[src/rtl/wave_capture_multi_pkg.sv]
`default_nettype none
// ============================================================================
// Module   : wave_capture_multi_pkg
// Purpose  : Shared trigger-mode codes, FSM state encodings and width helper
//            for the multi-channel wave capture block.
// Revision : 1.0 - initial release
// ============================================================================
package wave_capture_multi_pkg;

    localparam logic [1:0] TRIG_RISE = 2'd0;
    localparam logic [1:0] TRIG_FALL = 2'd1;
    localparam logic [1:0] TRIG_FREE = 2'd2;
    localparam logic [1:0] TRIG_AUTO = 2'd3;

    localparam logic [1:0] ST_ARMED  = 2'd0;
    localparam logic [1:0] ST_ACTIVE = 2'd1;
    localparam logic [1:0] ST_WAIT   = 2'd2;

    // A one-channel build still needs a 1-bit trigger select port.
    function automatic int clog2_min1(input int n);
        return (n > 1) ? $clog2(n) : 1;
    endfunction

endpackage
`default_nettype wire

[src/rtl/wave_capture_multi_trigger.sv]
`default_nettype none
// ============================================================================
// Module   : wave_capture_multi_trigger
// Purpose  : Trigger source mux, previous-sign register, zero-cross detect
//            and auto-mode timeout counter.
// Revision : 1.0 - initial release
// ============================================================================
module wave_capture_multi_trigger
    import wave_capture_multi_pkg::*;
#(
    parameter int NUM_CH       = 2,
    parameter int AUTO_TIMEOUT = 1024
) (
    input  logic                           clk,
    input  logic                           reset,
    input  logic                           new_sample,
    input  logic [NUM_CH-1:0]              sample_msb,
    input  logic [1:0]                     trig_mode,
    input  logic [clog2_min1(NUM_CH)-1:0]  trig_ch,
    input  logic                           armed,
    input  logic                           cnt_clr,
    output logic                           trig_hit,
    output logic                           trig_forced
);

    localparam int c_ch_w  = clog2_min1(NUM_CH);
    localparam int c_cnt_w = $clog2(AUTO_TIMEOUT + 1);
    localparam logic [c_cnt_w-1:0] c_cnt_max = c_cnt_w'(AUTO_TIMEOUT - 1);

    logic [1:0]         r_mode;
    logic [c_ch_w-1:0]  r_ch;
    logic               r_prev;
    logic [c_cnt_w-1:0] r_cnt;

    logic [1:0]         w_mode;
    logic [c_ch_w-1:0]  w_ch;
    logic               w_cur;
    logic               w_rise;
    logic               w_fall;
    logic               w_hit;

    // Selection is live while armed and frozen for the rest of a capture.
    assign w_mode = armed ? trig_mode : r_mode;
    assign w_ch   = armed ? trig_ch   : r_ch;

    // Out-of-range selects match no lane and fall back to channel 0.
    always_comb begin
        w_cur = sample_msb[0];
        for (int i = 0; i < NUM_CH; i++) begin
            if (w_ch == c_ch_w'(i)) begin
                w_cur = sample_msb[i];
            end
        end
    end

    assign w_rise = r_prev & ~w_cur;
    assign w_fall = ~r_prev & w_cur;

    always_comb begin
        w_hit = 1'b0;
        case (w_mode)
            TRIG_RISE: w_hit = w_rise;
            TRIG_FALL: w_hit = w_fall;
            TRIG_FREE: w_hit = 1'b1;
            default:   w_hit = w_rise | (r_cnt == c_cnt_max);
        endcase
    end

    assign trig_hit    = armed & new_sample & w_hit;
    assign trig_forced = (w_mode == TRIG_AUTO) & ~w_rise;

    always_ff @(posedge clk or negedge reset) begin
        if (!reset) begin
            r_mode <= TRIG_RISE;
            r_ch   <= '0;
            r_prev <= 1'b0;
            r_cnt  <= '0;
        end else begin
            if (armed) begin
                r_mode <= trig_mode;
                r_ch   <= trig_ch;
            end
            if (new_sample) begin
                r_prev <= w_cur;
            end
            if (cnt_clr) begin
                r_cnt <= '0;
            end else if (armed && new_sample && !w_hit &&
                         (w_mode == TRIG_AUTO) && (r_cnt != c_cnt_max)) begin
                r_cnt <= r_cnt + 1'b1;
            end
        end
    end

endmodule
`default_nettype wire

[src/rtl/wave_capture_multi.sv]
`default_nettype none
// ============================================================================
// Module   : wave_capture_multi
// Purpose  : Triggered multi-channel capture into a ping-pong sample RAM.
// Revision : 1.0 - initial release
// ============================================================================
module wave_capture_multi
    import wave_capture_multi_pkg::*;
#(
    parameter int NUM_CH       = 2,
    parameter int SAMPLE_W     = 16,
    parameter int DISP_W       = 8,
    parameter int DEPTH_LOG2   = 8,
    parameter int AUTO_TIMEOUT = 1024
) (
    input  logic                           clk,
    input  logic                           reset,
    input  logic                           new_sample,
    input  logic [NUM_CH*SAMPLE_W-1:0]     sample,
    input  logic [1:0]                     trig_mode,
    input  logic [clog2_min1(NUM_CH)-1:0]  trig_ch,
    input  logic                           wave_display_idle,
    output logic                           write_enable,
    output logic [DEPTH_LOG2:0]            write_address,
    output logic [NUM_CH*DISP_W-1:0]       write_sample,
    output logic                           read_index,
    output logic                           capturing,
    output logic                           forced_trig
);

    logic [1:0]               r_state;
    logic [DEPTH_LOG2-1:0]    r_index;
    logic                     r_read_index;
    logic                     r_we;
    logic [DEPTH_LOG2:0]      r_addr;
    logic [NUM_CH*DISP_W-1:0] r_data;
    logic                     r_forced;

    logic [NUM_CH-1:0]        w_msb;
    logic [NUM_CH*DISP_W-1:0] w_conv;
    logic                     w_trig_hit;
    logic                     w_trig_forced;
    logic                     w_unused_lsbs;

    // Two's complement to offset binary: keep the top DISP_W bits, flip the sign.
    for (genvar c = 0; c < NUM_CH; c++) begin : g_lane
        assign w_msb[c] = sample[c*SAMPLE_W + SAMPLE_W - 1];
        assign w_conv[c*DISP_W +: DISP_W] =
            {~sample[c*SAMPLE_W + SAMPLE_W - 1],
              sample[c*SAMPLE_W + SAMPLE_W - 2 -: DISP_W - 1]};
    end

    assign w_unused_lsbs = ^sample;

    wave_capture_multi_trigger #(
        .NUM_CH       (NUM_CH),
        .AUTO_TIMEOUT (AUTO_TIMEOUT)
    ) u_trigger (
        .clk         (clk),
        .reset       (reset),
        .new_sample  (new_sample),
        .sample_msb  (w_msb),
        .trig_mode   (trig_mode),
        .trig_ch     (trig_ch),
        .armed       (r_state == ST_ARMED),
        .cnt_clr     ((r_state == ST_WAIT) && wave_display_idle),
        .trig_hit    (w_trig_hit),
        .trig_forced (w_trig_forced)
    );

    always_ff @(posedge clk or negedge reset) begin
        if (!reset) begin
            r_state      <= ST_ARMED;
            r_index      <= '0;
            r_read_index <= 1'b0;
            r_we         <= 1'b0;
            r_addr       <= '0;
            r_data       <= '0;
            r_forced     <= 1'b0;
        end else begin
            r_we <= 1'b0;
            case (r_state)
                ST_ARMED: begin
                    if (w_trig_hit) begin
                        r_we     <= 1'b1;
                        r_addr   <= {~r_read_index, {DEPTH_LOG2{1'b0}}};
                        r_data   <= w_conv;
                        r_index  <= DEPTH_LOG2'(1);
                        r_forced <= w_trig_forced;
                        r_state  <= ST_ACTIVE;
                    end
                end
                ST_ACTIVE: begin
                    if (new_sample) begin
                        r_we    <= 1'b1;
                        r_addr  <= {~r_read_index, r_index};
                        r_data  <= w_conv;
                        r_index <= r_index + 1'b1;
                        if (r_index == {DEPTH_LOG2{1'b1}}) begin
                            r_state <= ST_WAIT;
                        end
                    end
                end
                ST_WAIT: begin
                    // Hand the filled half to the display only between its reads.
                    if (wave_display_idle) begin
                        r_read_index <= ~r_read_index;
                        r_state      <= ST_ARMED;
                    end
                end
                default: r_state <= ST_ARMED;
            endcase
        end
    end

    assign write_enable  = r_we;
    assign write_address = r_addr;
    assign write_sample  = r_data;
    assign read_index    = r_read_index;
    assign capturing     = (r_state == ST_ACTIVE);
    assign forced_trig   = r_forced;

endmodule
`default_nettype wire
[config.mk]
export PLATFORM = sky130hd
export DESIGN_NAME = wave_capture_multi
export DESIGN_NICKNAME = d
export VERILOG_FILES = /design/src/rtl/wave_capture_multi_pkg.sv /design/src/rtl/wave_capture_multi_trigger.sv /design/src/rtl/wave_capture_multi.sv
export SDC_FILE = /design/constraint.sdc
export NUM_CORES = 1
export LEC_CHECK = 0
export CELL_PAD_IN_SITES_DETAIL_PLACEMENT = 0
export CELL_PAD_IN_SITES_GLOBAL_PLACEMENT = 1
export CORE_MARGIN = 2
export CORE_UTILIZATION = 33
export DETAILED_ROUTE_END_ITERATION = 8
export PLACE_DENSITY_LB_ADDON = 0.1
export SKIP_LAST_GASP = 1
export SYNTH_ARGS = -nofsm -noshare
export SYNTH_HDL_FRONTEND = slang
export SYNTH_SLANG_ARGS = --single-unit
[constraint.sdc]
create_clock -name clk -period 2.7 [get_ports clk]
set_clock_uncertainty 0.05 [all_clocks]
set_input_delay 0.54 -clock clk [delete_from_list [all_inputs] [get_ports clk]]
set_output_delay 0.54 -clock clk [all_outputs]
set_load 0.005 [all_outputs]
[Word level (Yosys, flattened, before mapping)]
Cells that the tools add are included.
Word-level totals
  word-level logic and storage cells: 74
  flip-flop bits (word level): 53
  input port bits: 39
  output and inout bits: 29
Cells by class
  multiplexer cells: 23
  equal/unequal tests: 12
  bitwise logic cells: 12
  reductions and logical operators: 14
  add/subtract/negate cells: 2
Operators with widths (number)
  16-bit two-way mux: 2
  16-bit one-hot mux with 2 select lines: 1
  11-bit two-way mux: 2
  9-bit two-way mux: 2
  9-bit one-hot mux with 2 select lines: 1
  8-bit two-way mux: 2
  8-bit one-hot mux with 2 select lines: 1
  11-bit by 1-bit adder with 11-bit output, second input constant: 1
  11-bit by 10-bit equality test with 1-bit output, second input constant: 1
  11-bit by 10-bit != test with 1-bit output, second input constant: 1
  2-bit two-way mux: 5
  8-bit by 1-bit adder with 8-bit output, second input constant: 1
  8-bit equality test, second input constant: 1
  2-bit equality test, second input constant: 3
  2-bit != test, second input constant: 3
  1-bit NOT: 6
  2-bit one-hot mux with 3 select lines: 1
  1-bit AND: 5
  1-bit logical AND: 5
  2-bit by 1-bit equality test with 1-bit output, second input constant: 2
  2-bit zero test: 2
  1-bit two-way mux: 4
  2-bit AND reduction: 2
  4-bit AND reduction: 1
  7 further kinds: 8

[Longest topological paths before layout]
  depth after elaboration: 13
  depth in mapped cells: 10
  gate-level depth less buffers: 7

[Cells and area by module]
From an unflattened synthesis, not the netlist that was laid out.
Second synthesis, totals
  cells, all modules: 235
  area, all modules: 2626.3 um2
Modules (own cells, without submodules)
  wave_capture_multi: area each 1661.6 um2, cells an instance 139, times used 1, sequential area each 950.9 um2
  wave_capture_multi_trigger: area each 964.7 um2, cells an instance 96, times used 1, sequential area each 375.4 um2

[Worst setup path after synthesis]
No wires, ideal clock.
  path kind: input to register
  start: input port trig_ch
  end: register r_index[7]
  stages on the path: 7
  setup slack: 0.088 ns
  arrival: 2.484 ns
  library setup time: 0.078 ns
  cells stage by stage: or3b_4 > a21bo_1 > a2111o_1 > a41o_1 > buf_6 > or4_1 > a21oi_1
On the way
  word-level cells in the longest chain between the ends: 9
RTL lines
  start: declaration: line wave_capture_multi.sv:21  | input logic [clog2_min1(NUM_CH)-1:0] trig_ch,
  1-bit two-way mux *
  1-bit two-way mux *: line wave_capture_multi_trigger.sv:50  | if (w_ch == c_ch_w'(i)) begin
  1-bit NOT: line wave_capture_multi_trigger.sv:56  | assign w_rise = r_prev & ~w_cur;
  1-bit AND: line wave_capture_multi_trigger.sv:56
  1-bit bitwise OR: line wave_capture_multi_trigger.sv:65  | default: w_hit = w_rise | (r_cnt == c_cnt_max);
  1-bit one-hot mux with 3 select lines *: line wave_capture_multi_trigger.sv:61  | case (w_mode)
  1-bit AND *: line wave_capture_multi_trigger.sv:69  | assign trig_hit = armed & new_sample & w_hit;
  2-bit != test (no line) *
  3-bit AND reduction (no line) *
  end signal: assignment: line wave_capture_multi.sv:98  | r_index <= r_index + 1'b1;
  end: declaration: line wave_capture_multi.sv:32  | logic [DEPTH_LOG2-1:0] r_index;
Every way passes the cells marked *; elsewhere a longest branch is shown, timed or not.
A chain may end at the register's enable or synchronous reset.

[Final worst setup path]
Ends and elaborated chain as after synthesis.

==> results.yml <==
cells_and_area:
  area_delta_synth_final_pct: 36.3
  diodes: 0
  multi_input_area_sq_um: 998
  design_area_sq_um: 3230
  fin_cells: 386
  utilization: 0.471
  nNetsFinal: 330
  drive_above_1_share: 0.179
  fill_cells: 673
  seqCellArea_sq_um: 1330
floorplan:
  die_y_um: 88.8
  die_x_um: 88.8
  num_rows: 30
  die_area_sq_um: 7890
  ios: 68
  initial_core_util: 0.346
  coreArea_sq_um: 6870
timing:
  relSlewSlack: 0.676
  setup_violations: 0
  period_minus_slack_ps: 2640
  hold_violations: 0
  slew_violations: 0
  setup_ws_ps: 61.0
  worstMarginPinSlew_ps: 486
  fin_crit_sh: 0.977
  max_freq_mhz: 379
  rsz0062_at_grt: "no"
  setup_tns_ps: 0
worst_setup_path:
  endpoint_kind: "flip-flop"
  crit_fanout: 4
  rr_endpoint: "r_index[7]"
  r2r_setup_slack_ps: 210
  crit_required_ps: 2890
  arrival_ps: 2830
  r2r-start: "r_state[1]"
  rr_worst_depth: 6
  crit_type: "in2reg"
  startpoint: "trig_ch"
  crit_path_start_kind: "input pin"
place:
  gp_congestion: 0.760
  dpl-instance-area_sq_um: 3110
  io_buffers: 51
  pre_cts_ws_ps: -343
  dp_hpwl_mm: 3.72
  dp_cells: 378
yosys:
  yosysWarnings: 0
  syn_nets: 261
  syn_area_sq_um: 2370
  synth-edff-count: 0
  synth_cells: 220
  ys_async_sr_fraction: 1.00
  synth_area_per_cell_sq_um: 10.8
  synth-seq-area-share: 0.559
  yosys_register_bits: 53
  synth-main-ff-cell: "dfrtp_1"
  synth.distinct_cells: 38
pwr:
  intPower_w: 0.00184
  p_comb_frac: 0.355
  p_per_area_nw_per_um2: 825
  switching_share: 0.311
  power_switching_w: 0.000831
  clkPwrFrac: 0.204
  peakVddDrop_mv: 0.339
  leakage_nw: 1.43
  pwr-share-seq: 0.441
cts:
  cts_tree: "done"
  cts.clk_slew.worst_paths_ps: 100
  clock_latency_ps: 300
  numCtsBuffers: 5
  ctsHoldBuffers: 0
  cts_sinks: 53
  ctsRootBufferMaster: "clkbuf_8"
  h-tree-depth: 2
  clockBufferDepth: 2
detailed_routing:
  routedWlPerCell_um: 13.2
  ant_nets: 0
  vias: 1841
  drt_iter0_markers: 47
  drcViolationCount: 0
  drt-vias-per-instance: 4.77
  postRouteWirelength_mm: 5.08
  dr.pass1.iters: 4
status:
  status: "completed"
global_route:
  grt_pass1_wl_mm: 8.76
  grt_pass1_vias: 1912
  antenna_found_initial: 0
  grt_usage: 0.143
  grt_max_degree: 23
  grt-ovfl-total: 0
worst_hold_path:
  min-delay-path-class: "in2async"
flow_run:
  drv_cap: 0
-- cells in the final DEF, fill, tap and decap left out, types with 2 or more instances in the layout --
cell type	netlist	routed
clkbuf_8	0	5
and2_1	3	3
or3_1	3	3
a32o_1	2	2
mux2i_1	3	3
nor3_1	2	2
inv_1	5	5
xor2_1	8	8
dfrtp_1	53	53
ha_1	2	2
or2_2	3	3
mux2_2	17	17
nor2_1	14	14
nand2_1	31	31
o21ai_0	16	16
nand3_1	7	7
nand4_1	8	8
a21oi_1	6	5
nand2b_1	7	7
and3_1	3	3
clkdlybuf4s50_1	0	50
buf_4	0	19
a31oi_1	3	3
-- critical path, cell delays in order --
cell and delay (ps):
clkdlybuf4s50_1 450, or3b_4 380, a21bo_1 190, a2111o_1 380, a41o_1 240, or4_4 520, a21oi_2 130
-- logic make-up (layout without fill, tap and decap cells) --
kind of cell / count (synthesis) / count (layout) / synth area share
and+or+nand+nor: 86 / 86 / 0.180
DFF: 53 / 53 / 0.559
AOI/OAI and AO/OA: 37 / 37 / 0.102
muxes: 20 / 20 / 0.0933
buffers and inverters: 14 / 84 / 0.0258
xor gates and xnor gates: 8 / 8 / 0.0295
adders and majority gates: 2 / 2 / 0.0105
-- power groups by stage --
stage               registers (W)  clock network (W)  logic (W)
floorplan                 0.00117                  0   0.000471
global placement          0.00119                  0   0.000938
detailed placement        0.00119                  0   0.000944
CTS                       0.00118           0.000566   0.000948
global route              0.00121           0.000599    0.00108
finish                    0.00118           0.000544   0.000948
-- metal layers --
metal  vias up  global-route usage  routed length (um)
li1        910                   -                   -
met1       880               0.186                2380
met2        44               0.223                2300
met3         7              0.0532                 323
met4         0              0.0455                  78
met5         -                   0                   0
-- registers in the layout, summed over array words and instances (netlist names), 2 cells and up --
| name | count |
|---|---|
| r_index | 8 |
| r_state | 2 |
| u_trigger.r_cnt | 11 |
| u_trigger.r_mode | 2 |
| write_address | 9 |
| write_sample | 16 |
-- timing repair --
action                     4_1_cts  5_1_grt
gates resized for setup          0        4
pin swaps                        1        3
setup buffers                    0        0
setup endpoints to repair        1       15
-- cell usage after synthesis, types with 2 or more instances --
master,n,area (sq um)
a21oi_1,6,30.0
a31oi_1,3,18.8
a32o_1,2,20.0
and2_1,3,18.8
and3_1,3,18.8
clkbuf_1,7,26.3
dfrtp_1,53,1330
ha_1,2,25.0
inv_1,5,18.8
mux2_2,17,191
mux2i_1,3,30.0
nand2_1,31,116
nand2b_1,7,43.8
nand3_1,7,35.0
nand4_1,8,50.1
nor2_1,14,52.6
nor3_1,2,10.0
o21ai_0,16,80.1
or2_2,3,18.8
or3_1,3,18.8
xor2_1,8,70.1
-- through the flow --
step	hold WS, ps	total power (W)
floorplan	194	0.00164
global placement	411	0.00212
detailed placement	419	0.00213
CTS	89.2	0.00269
global route	95.5	0.00288
finish	82.1	0.00267
-- worst max path at each step --
stage / to / slack, ps / cells after the start
6_report: r_index[7] / 60 / 7
5_1_grt: r_index[3] / 2 / 8
3_5_place_dp: r_index[7] / -340 / 7
4_1_cts: r_index[7] / 0.4 / 7
2_1_floorplan: r_index[7] / 90 / 7
3_3_place_gp: r_index[7] / -330 / 7
-- cell type report --
type,count,share of cell area
Tap cell,96,0.0371
Clock buffer,6,0.0224
Inverter,5,0.00580
Clock inverter,2,0.0120
Timing Repair Buffer,71,0.204
Sequential cell,53,0.410
Multi-Input combinational cell,153,0.309
(Power assumes the default switching activity.)
